### config.mk
export PLATFORM = sky130hd
export DESIGN_NAME = ifetch_unit
export DESIGN_NICKNAME = d
export VERILOG_FILES = /design/src/rtl/ifetch_unit.sv
export SDC_FILE = /design/constraint.sdc
export NUM_CORES = 1
export LEC_CHECK = 0
export CAP_MARGIN = 20
export CORE_ASPECT_RATIO = 2
export CORE_MARGIN = 4
export CORE_UTILIZATION = 47
export DETAILED_ROUTE_END_ITERATION = 16
export PLACE_DENSITY = 0.76
export SKIP_CTS_REPAIR_TIMING = 1
export SKIP_LAST_GASP = 1
export SYNTH_ARGS = -nofsm -noshare
export SYNTH_HDL_FRONTEND = slang
export SYNTH_SLANG_ARGS = --single-unit
### constraint.sdc
create_clock -name clk -period 2.3 [get_ports clk]
set_clock_uncertainty 0.05 [all_clocks]
set_input_delay 0.46 -clock clk [delete_from_list [all_inputs] [get_ports clk]]
set_output_delay 0.46 -clock clk [all_outputs]
set_load 0.02 [all_outputs]
### src/rtl/ifetch_unit.sv
// ifetch_unit: instruction fetch stage sitting after the PC register.
// Issues in-order imem reads from pc_addr, tracks outstanding requests,
// and queues returned words (with their PCs) for decode.
// Optional macro IFETCH_BYPASS_EN: a response arriving while the queue is empty
// is presented to decode combinationally in the same cycle.
module ifetch_unit #(
    parameter int XLEN  = 32,
    parameter int DEPTH = 2
) (
    input  logic            clk,
    input  logic            reset,
    input  logic [XLEN-1:0] pc_addr,
    input  logic            redirect,
    output logic            pc_stall,
    output logic            req_valid,
    output logic [XLEN-1:0] req_addr,
    input  logic            req_ready,
    input  logic            rsp_valid,
    input  logic [XLEN-1:0] rsp_data,
    output logic            inst_valid,
    output logic [XLEN-1:0] inst_data,
    output logic [XLEN-1:0] inst_pc,
    input  logic            inst_ready
);
    localparam int PW = $clog2(DEPTH);
    localparam int CW = PW + 1;

    // Address FIFO: PC of each in-flight request, popped as responses return
    logic [XLEN-1:0] addr_mem [DEPTH];
    logic [PW-1:0]   a_wp, a_rp;

    // Instruction queue feeding decode
    logic [XLEN-1:0] q_data [DEPTH];
    logic [XLEN-1:0] q_pc   [DEPTH];
    logic [PW-1:0]   q_wp, q_rp;

    logic [CW-1:0]   count, inflight, discard;
    logic [CW:0]     occ;
    logic            credit, fire, q_empty, drop, push, pop;
    logic            byp, byp_take;
    logic [XLEN-1:0] rsp_pc;

    // Credit covers every word that may still land in the queue, stale ones included
    always_comb begin
        occ       = {1'b0, inflight} + {1'b0, count};
        credit    = occ < (CW+1)'(DEPTH);
        req_valid = reset & credit & ~redirect;
        req_addr  = pc_addr;
        fire      = req_valid & req_ready;
        pc_stall  = ~reset | ~(fire | redirect);
        q_empty   = (count == '0);
        rsp_pc    = addr_mem[a_rp];
        drop      = redirect | (discard != '0);
`ifdef IFETCH_BYPASS_EN
        byp       = q_empty & (discard == '0) & rsp_valid & ~redirect;
`else
        byp       = 1'b0;
`endif
        byp_take  = byp & inst_ready;
        push      = rsp_valid & ~drop & ~byp_take;
        pop       = ~q_empty & inst_ready & ~redirect;
        inst_valid = ~q_empty | byp;
        inst_data  = byp ? rsp_data : q_data[q_rp];
        inst_pc    = byp ? rsp_pc   : q_pc[q_rp];
    end

    // Request tracking: address FIFO, in-flight and stale-response counters
    always_ff @(posedge clk or negedge reset) begin
        if (!reset) begin
            a_wp     <= '0;
            a_rp     <= '0;
            inflight <= '0;
            discard  <= '0;
            for (int i = 0; i < DEPTH; i++) addr_mem[i] <= '0;
        end else begin
            if (fire) begin
                addr_mem[a_wp] <= pc_addr;
                a_wp           <= a_wp + 1'b1;
            end
            if (rsp_valid) a_rp <= a_rp + 1'b1;
            inflight <= inflight + CW'(fire) - CW'(rsp_valid);
            // On flush every request still pending after this cycle is stale
            if (redirect)
                discard <= inflight - CW'(rsp_valid);
            else if (rsp_valid && discard != '0)
                discard <= discard - 1'b1;
        end
    end

    // Instruction queue: push accepted responses, pop on decode handshake, clear on flush
    always_ff @(posedge clk or negedge reset) begin
        if (!reset) begin
            q_wp  <= '0;
            q_rp  <= '0;
            count <= '0;
            for (int i = 0; i < DEPTH; i++) begin
                q_data[i] <= '0;
                q_pc[i]   <= '0;
            end
        end else if (redirect) begin
            q_rp  <= q_wp;
            count <= '0;
        end else begin
            if (push) begin
                q_data[q_wp] <= rsp_data;
                q_pc[q_wp]   <= rsp_pc;
                q_wp         <= q_wp + 1'b1;
            end
            if (pop) q_rp <= q_rp + 1'b1;
            count <= count + CW'(push) - CW'(pop);
        end
    end

`ifndef SYNTHESIS
    // Responses with nothing outstanding, and queue overflow, are protocol errors
    a_rsp_orphan: assert property (@(posedge clk) disable iff (!reset)
        !(rsp_valid && inflight == '0));
    a_q_overflow: assert property (@(posedge clk) disable iff (!reset)
        !(push && !pop && count == CW'(DEPTH)));
`endif
endmodule

-- Word-level counts from Yosys, hierarchy flattened
Index checks and enable logic that the tools add are counted.
- add/subtract/negate cells: 11
- magnitude comparators: 7
- mux-type cells: 21
- bitwise logic cells: 18
- reductions and logical operators: 8
- operator list (cell ; number):
    $mux W32 ; 11
    $bwmux W64 ; 3
    $demux W32 S1 ; 2
    $ge A2 B2 Y1 const B ; 4
    $not A1 Y2 ; 4
    $and A1 B1 Y1 ; 6
    $mux W2 ; 3
    $reduce_bool A2 Y1 ; 3
    $sub A2 B1 Y2 ; 3
    $not A1 Y1 ; 5
    $add A1 B1 Y1 const B ; 4
    $add A2 B1 Y2 ; 2
    $lt A2 B1 Y1 const B ; 2
    $add A2 B2 Y3 ; 1
    $logic_and A1 B1 Y1 ; 3
    $lt A3 B2 Y1 const B ; 1
    $or A1 B1 Y1 ; 3
    $logic_not A2 Y1 ; 1
    $mux W1 ; 2
    $reduce_and A2 Y1 ; 1
    $sub A2 B1 Y2 const B ; 1
- register bits: 202
- input port bits: 70
- output and inout port bits: 99
- word-level logic and storage cells: 78

-- Longest topological paths before layout
- word-level depth: 8
- mapped depth: 9
- gate-level depth less buffers: 9

-- Least setup slack after synthesis
Ideal clock, no wire load.
- path type: reg2reg
- from: register inflight[0]
- to: register inflight[1]
- library setup time: 123 ps
- arrival time: 2394 ps
- data required time: 2127 ps
- setup slack: -267 ps
- stages on the path, launching flop included: 10
- path buffers: 0
- clock period less this slack: 2567 ps
- path through: dfrtp_1 -> and2_1 -> fa_1 -> nor4b_4 -> nand2_1 -> ha_1 -> inv_1 -> ha_1 -> xnor2_1 -> xnor2_1
- longest elaborated chain between the ends: 7
- ends and longest elaborated chain (item ; line ; text):
    from (decl) ; 37 ; logic [CW-1:0] count, inflight, discard;
    from (signal assigned) ; 81 ; inflight <= inflight + CW'(fire) - CW'(rsp_valid);
    $add A2 B2 Y3 ; 45 ; occ = {1'b0, inflight} + {1'b0, count};
    $lt A3 B2 Y1 ; 46 ; credit = occ < (CW+1)'(DEPTH);
    $and A1 B1 Y1 (2 in a row) ; 47 ; req_valid = reset & credit & ~redirect;
    via req_valid ; 15 ; output logic req_valid,
    $and A1 B1 Y1 ; 49 ; fire = req_valid & req_ready;
    $add A2 B1 Y2 ; 81 ;
    $sub A2 B1 Y2 ; 81 ;
The timed path passes the listed nets, and every way through them passes these cells.
A chain may end at the register's enable or synchronous reset.

-- Worst setup path after layout
- from: register count[0]
- to: output req_valid
- longest elaborated chain between the ends: 4
- ends and longest elaborated chain (item ; line ; text):
    from (decl) ; 37 ;
    from (signal assigned) ; 110 ; count <= count + CW'(push) - CW'(pop);
    $add A2 B2 Y3 ; 45 ;
    $lt A3 B2 Y1 ; 46 ;
    $and A1 B1 Y1 (2 in a row) ; 47 ;
    to (decl) ; 15 ;
No other way between the ends.

==> impl_metrics.json <==
{
  "status": "finished, violations left",
  "violations": "negative setup slack",
  "tns_ns": -4.102,
  "slowest_delay_ns": 0.46,
  "vias": 5623,
  "via_per_inst": 5.145,
  "p_comb_frac": 0.452,
  "power_density_nw_per_um2": 1410,
  "drive_gt1_frac": 0.3282,
  "switchingPower_mw": 5.710,
  "clk_latency_ns": 0.48,
  "die_area_um2": 21400,
  "coreArea_um2": 18740,
  "hold_ws_ns": 0.3144,
  "die_h_um": 202.9,
  "initial_core_util": 0.4763,
  "slew_headroom": 0.2748,
  "cts_root_buf": "clkbuf_16",
  "fmax_mhz": 406.0,
  "syn_avg_cell_area_um2": 13.31,
  "grt_pass1_wl_mm": 32.11,
  "io_pins": 169,
  "timing.final.ws_setup_ns": -0.1632,
  "critPathLaunchType": "register",
  "area_growth_pct": 33.17,
  "antenna_found_initial": 0,
  "required_ns": 1.79,
  "yosysMostFrequentCell": "dfrtp_1",
  "netlist-cell-type-count": 31,
  "arrival_ns": 1.95,
  "p_total_mw": 16.77,
  "seq_power_share": 0.373,
  "peakVddDrop_mv": 0.7538,
  "drv_cap": 0,
  "clk_pin_slew_ns": 0.06,
  "wl_met3_um": 587,
  "cp_top_family": "adder cells",
  "period_needed_ns": 2.463,
  "synth_commonest_cells": "dfrtp_1 (202), mux2_2 (186), o21ai_0 (35)",
  "yosysSeqAreaShare": 0.5661,
  "wl_per_cell_um": 18.85,
  "multiInputGateArea_um2": 3578,
  "drtPass1Iterations": 4,
  "critical_path_class": "reg -> out",
  "grt_max_degree": 198,
  "cts_num_sinks": 202,
  "numCtsBuffers": 19,
  "post-route-drc-count": 0,
  "nets": 905,
  "cts_tree": "built",
  "synth_enable_flop_cells": 0,
  "seqCellArea_um2": 5057,
  "dp_hpwl_mm": 13.66,
  "critPathMaxFanout": 4,
  "rows": 71,
  "drt-total-wl_mm": 20.60,
  "antennaDiodeCount": 0,
  "grt_usage": 0.1855,
  "crit_buf_inv": 1,
  "cp-end-kind": "primary output",
  "pwr-share-clk": 0.175,
  "synthArstFlopShare": 1.000,
  "yosys-top-cells-area": "dfrtp_1 (57%), mux2_2 (23%), mux2i_1 (3.7%), buf_4 (2.9%), o21ai_0 (2.0%)",
  "fp.dieW_um": 105.5,
  "place_congestion": 0.7903,
  "place_area_um2": 10980,
  "min_path_type": "in -> async",
  "io_buffers": 168,
  "grt_pass1_vias": 6375,
  "leakage_nw": 5.963,
  "gr-total-overflow": 0,
  "ant_nets": 0,
  "yosysTopAreaCellShare": 0.5661,
  "finalInstanceArea_um2": 11890,
  "synth_top_flop_cell": "dfrtp_1",
  "max-clock-path-buffers": 3,
  "slew_violations": 0,
  "dp_worst_setup_slack_ns": -0.2273,
  "rsz0062_at_grt": "yes",
  "setup_viol": 56,
  "synth-seq-cells": 202,
  "min_period_over_period": 1.071,
  "fillCellCount": 1424,
  "crit_path_cell_trace": "and2_4 -> fa_2 -> nor4b_4 -> clkbuf_2",
  "p_int_mw": 11.06,
  "maxUsedRoutingLayer": "met4",
  "met1_length_mm": 7.700,
  "wl_met2_mm": 11.74,
  "h-tree-depth": 1,
  "syn_nets": 748,
  "drtIter0Drc": 220,
  "ys.warnings.count": 0,
  "hold_violations": 0,
  "synth_area_um2": 8929,
  "synthCells": 671,
  "switching_share": 0.3405,
  "yosys.area.top_type": "dfrtp_1",
  "slowest_stage": "fa_2",
  "tightest_slew_ns": 1.088
}
==> registers in the layout, summed over array words and instances, names as in the netlist <==
name and cells:
q_wp 1, discard 2, q_rp 1, addr_mem 64, a_rp 1, q_pc 64
q_data 64, inflight 2, count 2, a_wp 1
==> logic make-up (layout without fill, tap and decap cells) <==
group	after synthesis	count (layout)	share of synthesized area
buffers and inverters	77	244	0.05437
muxes	225	225	0.2791
DFF	202	202	0.5661
AOI/OAI and AO/OA	69	69	0.03896
and+or+nand+nor	82	82	0.04190
adders and majority gates	7	7	0.01065
xor gates and xnor gates	9	9	0.008829
==> metal layers <==
metal | vias up | global-route usage
met5 | - | 0
met4 | 0 | 0.07039
met3 | 34 | 0.02323
met2 | 124 | 0.3598
met1 | 2851 | 0.2003
li1 | 2614 | -
==> power groups by stage <==
stage | Clock (mW) | Sequential [mW] | Combinational [mW]
finish | 2.94 | 6.25 | 7.58
global route | 3.16 | 6.46 | 8.15
CTS | 3.04 | 6.25 | 7.75
detailed placement | 0 | 6.30 | 7.71
global placement | 0 | 6.14 | 7.49
floorplan | 0 | 5.92 | 4.95
==> layout make-up <==
class                   instances  area share
clock inverters                 3    0.002210
inverters                       5    0.001578
well taps                     255     0.02683
flip-flops and latches        202      0.4253
repair buffers                208      0.1969
multi-input cells             392      0.3010
clock buffers                  28     0.04620
==> through the flow <==
step                      std cells    util
after floorplan                 671       -
after global placement         1055  0.5857
after detailed placement       1055  0.5857
after CTS                      1086  0.6164
after global routing           1093  0.6343
final                          1093  0.6343
==> final timing paths <==
check | startpoint | end | slack (ns) | cells past startpoint
worst max-delay path | count[0]$_DFF_PN0_ | req_valid | -0.16 | 4
worst min-delay path | reset | a_wp$_DFFE_PN0P_ | 0.31 | 2
worst max register to register | count[0]$_DFF_PN0_ | addr_mem[12]$_DFFE_PN0P_ | -0.14 | 7
worst min register to register | q_pc[25]$_DFFE_PN0P_ | q_pc[25]$_DFFE_PN0P_ | 0.42 | 2
max in group asynchronous | reset | q_data[42]$_DFFE_PN0P_ | 0.60 | 3
min in group clk | q_pc[25]$_DFFE_PN0P_ | q_pc[25]$_DFFE_PN0P_ | 0.42 | 2
==> layout by cell type (no fill, tap or decap), types with 2 or more instances in the layout <==
master / instances
dfrtp_1: 200
mux2_2: 160
clkdlybuf4s50_1: 100
dlymetal6s2s_1: 65
o21ai_0: 34
nor2_1: 34
mux2i_1: 33
nand2_1: 33
a21oi_1: 33
mux2_4: 32
buf_4: 25
clkbuf_16: 22
buf_12: 11
xnor2_1: 5
clkbuf_8: 5
clkbuf_1: 5
inv_1: 4
ha_1: 4
xor2_1: 3
ha_4: 2
dfrtp_2: 2
clkinv_2: 2
(Power assumes the default switching activity.)
